==> src/rtl/spi_rx_fifo.sv <==
// spi_rx_fifo: SPI slave receiver feeding a word FIFO.
// sck, sda, cs_n and dc are brought into the clk domain through 2-flop
// synchronizers; words are assembled in a shift register and pushed, together
// with their dc flag, into a FIFO that the host drains with rd_en.
// Optional build macro: SPI_RX_OVERFLOW_COUNT_EN adds the 8-bit saturating
// overflow_count output (count of dropped words).
module spi_rx_fifo #(
  parameter int BITS              = 8,
  parameter int FIFO_DEPTH        = 32,
  parameter int ALMOST_FULL_RANGE = 2,
  parameter int CPOL              = 0,
  parameter int CPHA              = 0,
  parameter int LSB_FIRST         = 0
) (
  input  logic                        clk,
  input  logic                        rst,
  input  logic                        sck,
  input  logic                        sda,
  input  logic                        cs_n,
  input  logic                        dc,
  input  logic                        rd_en,
  output logic [BITS-1:0]             rd_data,
  output logic                        rd_dc,
  output logic                        rd_valid,
  output logic                        fifo_empty,
  output logic                        fifo_almost_full,
  output logic                        fifo_full,
  output logic [$clog2(FIFO_DEPTH):0] level,
  output logic                        overflow
`ifdef SPI_RX_OVERFLOW_COUNT_EN
  ,
  output logic [7:0]                  overflow_count
`endif
);

  localparam int PW = $clog2(FIFO_DEPTH);
  localparam int LW = PW + 1;
  localparam int CW = $clog2(BITS);
  localparam int AF_THRESH = FIFO_DEPTH - ALMOST_FULL_RANGE;
  localparam bit SAMPLE_RISING = (CPOL == CPHA);
  localparam logic [CW-1:0] LAST_BIT = CW'(BITS - 1);

  // Synchronizer stages, packed as {dc, cs_n, sda, sck}
  logic [3:0] syncMeta_q;
  logic [3:0] syncOut_q;
  logic       sckPrev_q;

  logic sckSync, sdaSync, csSync, dcSync;
  logic sckRise, sckFall, sampleEdge;

  // Receiver state
  logic            armed_q;
  logic [BITS-1:0] shift_q;
  logic [BITS-1:0] shiftNext;
  logic [CW-1:0]   bitCount_q;
  logic            pushValid_q;
  logic [BITS-1:0] pushData_q;
  logic            pushDc_q;

  // FIFO state
  logic [BITS:0]   mem_q [FIFO_DEPTH];
  logic [BITS:0]   memRd;
  logic [PW-1:0]   wptr_q, rptr_q;
  logic [LW-1:0]   level_q, levelD;
  logic            fifoEmpty_q, fifoFull_q, almostFull_q;
  logic [BITS-1:0] rdData_q;
  logic            rdDc_q, rdValid_q, overflow_q;
  logic            doPop, doPush, doDrop;

  assign sckSync = syncOut_q[0];
  assign sdaSync = syncOut_q[1];
  assign csSync  = syncOut_q[2];
  assign dcSync  = syncOut_q[3];

  assign sckRise    = sckSync & ~sckPrev_q;
  assign sckFall    = ~sckSync & sckPrev_q;
  assign sampleEdge = SAMPLE_RISING ? sckRise : sckFall;

  assign shiftNext = (LSB_FIRST != 0) ? {sdaSync, shift_q[BITS-1:1]}
                                      : {shift_q[BITS-2:0], sdaSync};

  assign memRd = mem_q[rptr_q];

  // Two-flop synchronizers for all SPI pins plus the sck edge-detect register
  always_ff @(posedge clk or posedge rst) begin
    if (rst) begin
      syncMeta_q <= '0;
      syncOut_q  <= '0;
      sckPrev_q  <= 1'b0;
    end else begin
      syncMeta_q <= {dc, cs_n, sda, sck};
      syncOut_q  <= syncMeta_q;
      sckPrev_q  <= syncOut_q[0];
    end
  end

  // Word assembly; armed_q keeps a frame cut by reset from resuming until cs_n has been seen high
  always_ff @(posedge clk or posedge rst) begin
    if (rst) begin
      armed_q     <= 1'b0;
      shift_q     <= '0;
      bitCount_q  <= '0;
      pushValid_q <= 1'b0;
      pushData_q  <= '0;
      pushDc_q    <= 1'b0;
    end else begin
      pushValid_q <= 1'b0;
      if (csSync) begin
        armed_q    <= 1'b1;
        shift_q    <= '0;
        bitCount_q <= '0;
      end else if (armed_q && sampleEdge) begin
        shift_q <= shiftNext;
        if (bitCount_q == LAST_BIT) begin
          bitCount_q  <= '0;
          pushValid_q <= 1'b1;
          pushData_q  <= shiftNext;
          pushDc_q    <= dcSync;
        end else begin
          bitCount_q <= bitCount_q + CW'(1);
        end
      end
    end
  end

  // FIFO control: a pop frees the slot a same-cycle push needs, so push+pop works even when full
  always_comb begin
    doPop  = rd_en && !fifoEmpty_q;
    doPush = pushValid_q && (!fifoFull_q || doPop);
    doDrop = pushValid_q && fifoFull_q && !doPop;
    levelD = level_q;
    if (doPush && !doPop) begin
      levelD = level_q + LW'(1);
    end else if (doPop && !doPush) begin
      levelD = level_q - LW'(1);
    end
  end

  // FIFO pointers, occupancy, registered status flags and the registered read port
  always_ff @(posedge clk or posedge rst) begin
    if (rst) begin
      wptr_q       <= '0;
      rptr_q       <= '0;
      level_q      <= '0;
      fifoEmpty_q  <= 1'b1;
      fifoFull_q   <= 1'b0;
      almostFull_q <= 1'b0;
      rdData_q     <= '0;
      rdDc_q       <= 1'b0;
      rdValid_q    <= 1'b0;
      overflow_q   <= 1'b0;
    end else begin
      level_q      <= levelD;
      fifoEmpty_q  <= (levelD == '0);
      fifoFull_q   <= (levelD == LW'(FIFO_DEPTH));
      almostFull_q <= (int'(levelD) >= AF_THRESH);
      rdValid_q    <= doPop;
      if (doPop) begin
        rdData_q <= memRd[BITS-1:0];
        rdDc_q   <= memRd[BITS];
        rptr_q   <= rptr_q + PW'(1);
      end
      if (doPush) begin
        wptr_q <= wptr_q + PW'(1);
      end
      if (doDrop) begin
        overflow_q <= 1'b1;
      end
    end
  end

  // Storage array; left out of reset since occupancy alone decides what is valid
  always_ff @(posedge clk) begin
    if (doPush) begin
      mem_q[wptr_q] <= {pushDc_q, pushData_q};
    end
  end

`ifdef SPI_RX_OVERFLOW_COUNT_EN
  logic [7:0] ovfCount_q;

  // Saturating count of words dropped because the FIFO was full
  always_ff @(posedge clk or posedge rst) begin
    if (rst) begin
      ovfCount_q <= 8'd0;
    end else if (doDrop && (ovfCount_q != 8'hFF)) begin
      ovfCount_q <= ovfCount_q + 8'd1;
    end
  end

  assign overflow_count = ovfCount_q;
`endif

  assign rd_data          = rdData_q;
  assign rd_dc            = rdDc_q;
  assign rd_valid         = rdValid_q;
  assign fifo_empty       = fifoEmpty_q;
  assign fifo_almost_full = almostFull_q;
  assign fifo_full        = fifoFull_q;
  assign level            = level_q;
  assign overflow         = overflow_q;

endmodule

==> config.mk <==
export PLATFORM = sky130hd
export DESIGN_NAME = spi_rx_fifo
export DESIGN_NICKNAME = d
export VERILOG_FILES = /design/src/rtl/spi_rx_fifo.sv
export SDC_FILE = /design/constraint.sdc
export NUM_CORES = 1
export LEC_CHECK = 0
export ABC_AREA = 0
export CAP_MARGIN = 30
export CORE_ASPECT_RATIO = 1.2
export CORE_MARGIN = 2
export CORE_UTILIZATION = 45
export DETAILED_ROUTE_END_ITERATION = 8
export PLACE_DENSITY_LB_ADDON = 0.12
export REMOVE_ABC_BUFFERS = 1
export SYNTH_ARGS = -nofsm -noshare
export SYNTH_HDL_FRONTEND = slang
export SYNTH_SLANG_ARGS = --single-unit
==> constraint.sdc <==
create_clock -name clk -period 2.95 [get_ports clk]
set_input_delay 0.59 -clock clk [delete_from_list [all_inputs] [get_ports clk]]
set_output_delay 0.59 -clock clk [all_outputs]
set_load 0.01 [all_outputs]
* Yosys cells after proc, flatten, opt, wreduce, memory -nomap -nowiden
Memory sizes are Yosys's and may differ from the RTL's. A register that Yosys moved wholly into a read port is not among the register bits. Cells that the tools add are included.
Word-level totals: register bits after elaboration 51, bits in writable memories 288, bits of input ports 7, output and inout bits 20, word-level logic and storage cells 56, memories kept 1
Memories:
- mem_q | depth 32, width 9, rd ports 1, clocked after memory_dff 1, wr ports 1, RTL line 61 | logic [BITS:0] mem_q [FIFO_DEPTH];
Cells by class: $add $sub $neg 5, $lt $le $gt $ge 1, equal/unequal tests 2, mux-type cells 12, bitwise logic cells 3, reduce and logical (&&, ||, !) cells 15
Operators by type and width (number):
- 7-bit two-way mux | 2
- 6-bit two-way mux | 2
- 5-bit by 1-bit adder with 5-bit output, second input constant | 2
- 3-bit two-way mux | 3
- 1-bit logical AND | 7
- 6-bit by 1-bit adder with 6-bit output, second input constant | 1
- 6-bit == test, second input constant | 1
- 6-bit by 5-bit >= comparator with 1-bit output, second input constant | 1
- 6-bit zero test | 1
- 6-bit by 1-bit subtractor with 6-bit output, second input constant | 1
- 1-bit two-way mux | 5
- 1-bit zero test | 4
- 3-bit by 1-bit adder with 3-bit output, second input constant | 1
- 3-bit == test, second input constant | 1
- 3-bit AND reduction | 1
- 1-bit NOT | 2
- 2-bit nonzero test | 1
- 1-bit AND | 1
- 1-bit logical OR | 1

* Longest topological paths before layout
depth in word-level cells 9, mapped depth 8, gate-level depth less buffers 7

* Worst setup path before layout
No wires, ideal clock.
path type input-to-reg, start input rd_en, end memory mem_q[11][0] (netlist bit) (enable), setup time 0.374 ns, data arrival time 1.845 ns, required time 2.576 ns, slack 0.731 ns, stages 6, path buffers 2, cell sequence nand2b_1 buf_4 a21boi_2 nand2_1 clkbuf_1 nor2_1
On the way: cells in the longest elaborated chain, start to end 5
Ends and longest elaborated chain:
- start, declared | RTL line 21 | input logic rd_en,
- 1-bit logical AND | RTL line 128 | doPop = rd_en && !fifoEmpty_q;
- 1-bit logical OR | RTL line 129 | doPush = pushValid_q && (!fifoFull_q || doPop);
- 1-bit logical AND | RTL line 129
- 1-bit two-way mux | RTL line 174 | if (doPush) begin
- 1-bit two-way mux (not written as such) | RTL line 175 | mem_q[wptr_q] <= {pushDc_q, pushData_q};
- end, declared | RTL line 61
No other way between the ends.

==> metrics.yaml <==
global_routing:
  antenna_found_initial: 0
  grt_pass1_vias: 7304
  grt_first_pass_wirelength_um: 45600
  overflow: 0
  grt_use_met1_pct: 25.9
  met3_usage_pct: 2.65
  grt_max_degree: 37
  globalRouteMet2Util_pct: 34.2
  top_usage_layer: "met2"
  grt_usage_pct: 19.7
synth:
  yosysTopAreaCell: "edfxtp_1"
  synth-seq-cells: 348
  ys_seq_area_share_pct: 74.9
  yosys.area_share.simple_pct: 4.56
  synth_mux_area_share_pct: 13.5
  avgSynthCellArea_um2: 18.4
  synth.distinct_cells: 49
  syn_area_um2: 13600
  synth-async-reset-ratio_pct: 17.2
  synth-xor-area-share_pct: 0.886
  synth_top_family_by_area: "multiplexers"
  syn_inst: 735
  synth_compound_area_share_pct: 3.49
  synthTopCellsByArea: "edfxtp_1, dfrtp_1, mux4_2"
  synth-edff-count: 288
  synthFlopType: "edfxtp_1"
  yosysTopAreaCellShare_pct: 63.8
  synth_adder_area_share_pct: 0.831
  yosys_warnings: 0
timing:
  final-max-slew-violation-count: 0
  finalWorstSetupSlack_ns: 0.501
  finalHoldViolCount: 0
  fin_skew_ns: 0.0141
  timing.final.crit_share_pct: 83.0
  whs_ns: 0.349
  finalSetupViolCount: 0
  fmax_ghz: 0.408
  finalCriticalPeriod_ns: 2.45
  slew_headroom_pct: 42.7
  worst_slew_pin_slew_ns: 0.860
  rsz0062_at_grt: "no"
setup_path:
  cp.arrival_ns: 2.87
  cp-end-kind: "flip-flop"
  reg2reg_to: "rd_data[5]"
  reg2reg_from: "rptr_q[3]"
  critPathLaunchType: "flip-flop"
  required_ns: 3.37
  rrSetupSlack_ns: 0.50
  r2r.worst_path.cells: 5
  crit_fanout: 23
  worstSetupPathType: "reg -> reg"
clock_network:
  cts_hold_buf: 0
  cts_tree: "built"
  cts.repair.resized: 0
  clockBufferDepth: 3
  post_cts.repair.setup_buffers: 0
  root_buffer: "clkbuf_16"
  ctsHtreeMaxLevel: 2
  numCtsBuffers: 35
  clock_sinks: 348
  insertion_delay_ns: 0.51
  path_clk_slew_ns: 0.06
hold_path:
  hold_start: "syncMeta_q[1]"
  whs_path_depth: 0
  holdPathEnd: "syncOut_q[1]"
  hold_path.class: "reg -> reg"
floorplan:
  die_y_um: 194
  die_x_um: 162
  coreArea_um2: 29600
  start_util_pct: 45.8
  io_pins: 27
  fp-row-count: 69
  dieArea_um2: 31500
finish:
  antenna_cells: 0
  area_growth_pct: 15.4
  utilization_pct: 52.8
  num-fill-cells: 2333
  multi_input_area_um2: 3160
  drive_gt1_share_pct: 21.5
  fin_nets: 829
  register_area_um2: 10200
power_and_ir_drop:
  power_density_nw_per_um2: 794
  fin_total_pwr_mw: 12.4
  peakVddDrop_mv: 0.439
  total_leakage_power_nw: 5.15
route:
  firstDrtPassIters: 5
  avgViaCountPerCell: 5.62
  wl_per_cell_um: 24.6
  drtAntennaViolNets: 0
  wl_um: 30200
  drtIter0Drc: 580
  route.detailed.drc: 0
  vias: 6898
placement:
  portBuffers: 26
  place_congestion: 0.863
  hpwlAfterDp_um: 19200
  dp_slack_ns: 0.138
run:
  maxCapViolations: 0
status:
  outcome: "completed"
## cells by family (layout without fill, tap and decap cells)
logic type      after synthesis  in the layout
compound gates               67             67
fa+ha+maj                     9              9
buf+inv                      45            148
xor+xnor                     12             12
mux                         126            126
simple gates                128            128
flops                       348            348
## worst max-delay path: stages (launching register included)
cell and delay [ns]:
dfrtp_1 0.84, nand3_1 0.51, buf_4 0.34, o22ai_1 0.35
nor4_1 0.13, nor3_1 0.19
## where the power goes
| part | internal [mW] | switching (mW) | leakage (nW) |
|---|---|---|---|
| logic | 1.12 | 1.16 | 1.55 |
| clock network | 2.56 | 1.77 | 0.548 |
| registers | 5.43 | 0.385 | 3.05 |
| total | 9.10 | 3.31 | 5.15 |
## cells in the final DEF, fill, tap and decap left out, types with 3 or more instances in the layout
cell type,synthesis,final
dfrtp_2,0,7
mux2_2,9,9
nand3_1,3,3
nand3b_1,3,3
nor2_1,61,61
inv_1,7,6
clkbuf_1,12,6
clkdlybuf4s50_1,0,26
mux4_2,45,45
edfxtp_1,288,288
mux2i_1,72,72
clkinv_2,0,7
clkbuf_16,0,37
o21a_1,8,8
nor4_1,9,9
dfrtp_1,59,50
ha_1,9,9
a22o_1,10,10
buf_4,13,50
nor3_1,12,12
clkinv_1,0,4
bufinv_16,0,3
nand4_1,4,4
xnor2_1,9,9
nand2b_1,4,4
or2_2,3,3
o22ai_1,27,27
o21ai_0,5,5
a211oi_1,8,8
nand2_1,19,19
## cells in the mapped netlist, types with 2 or more instances
master	count
o22ai_1	27
o21ai_0	5
buf_4	13
or2_2	3
dfrtp_1	59
clkbuf_1	12
nand3_1	3
buf_6	2
xnor2_2	2
nand2b_1	4
nand4_1	4
nor4_1	9
edfxtp_1	288
mux4_2	45
xnor2_1	9
inv_1	7
buf_2	8
nor2_1	61
mux2_2	9
nand2_1	19
a211oi_1	8
a22o_1	10
buf_1	2
ha_1	9
nor3_1	12
mux2i_1	72
nand3b_1	3
o21a_1	8
a21oi_1	2
## worst max path at each step
stage,cells after the start,startpoint,end
global placement,6,rd_en,mem_q[19][0]
detailed placement,6,rd_en,mem_q[3][4]
floorplan,5,rptr_q[1],rd_data[0]
global route,6,rptr_q[1],rd_data[4]
finish,5,rptr_q[3],rd_data[5]
CTS,6,rptr_q[1],rd_data[4]
## state kept, by name, indices dropped and copies added (netlist names), 3 cells and up
name        count
bitCount_q      3
level           6
mem_q         288
pushData_q      8
rd_data         8
rptr_q          5
shift_q         7
syncMeta_q      4
syncOut_q       4
wptr_q          5
## final cells by class
type / instances / share of cell area [%]
repair buffers: 78 / 4.32
well taps: 390 / 3.12
clock buffers: 43 / 6.06
clock inverters: 19 / 1.14
flip-flops and latches: 348 / 65.0
multi-input cells: 342 / 20.2
inverters: 8 / 0.192
## per-layer routing
metal	routed length, um	vias up
li1	-	3059
met1	12500	3590
met2	15600	202
met3	1310	47
met4	763	0
met5	0	-
## per-stage QoR
step	cell area, um2	TNS [ns]	std cells
2_1_floorplan	13300	-10.71	698
5_1_grt	15600	0	1228
6_report	15600	0	1228
4_1_cts	15600	0	1228
3_3_place_gp	14500	0	1166
3_5_place_dp	14500	0	1166
(Power assumes the default switching activity.)
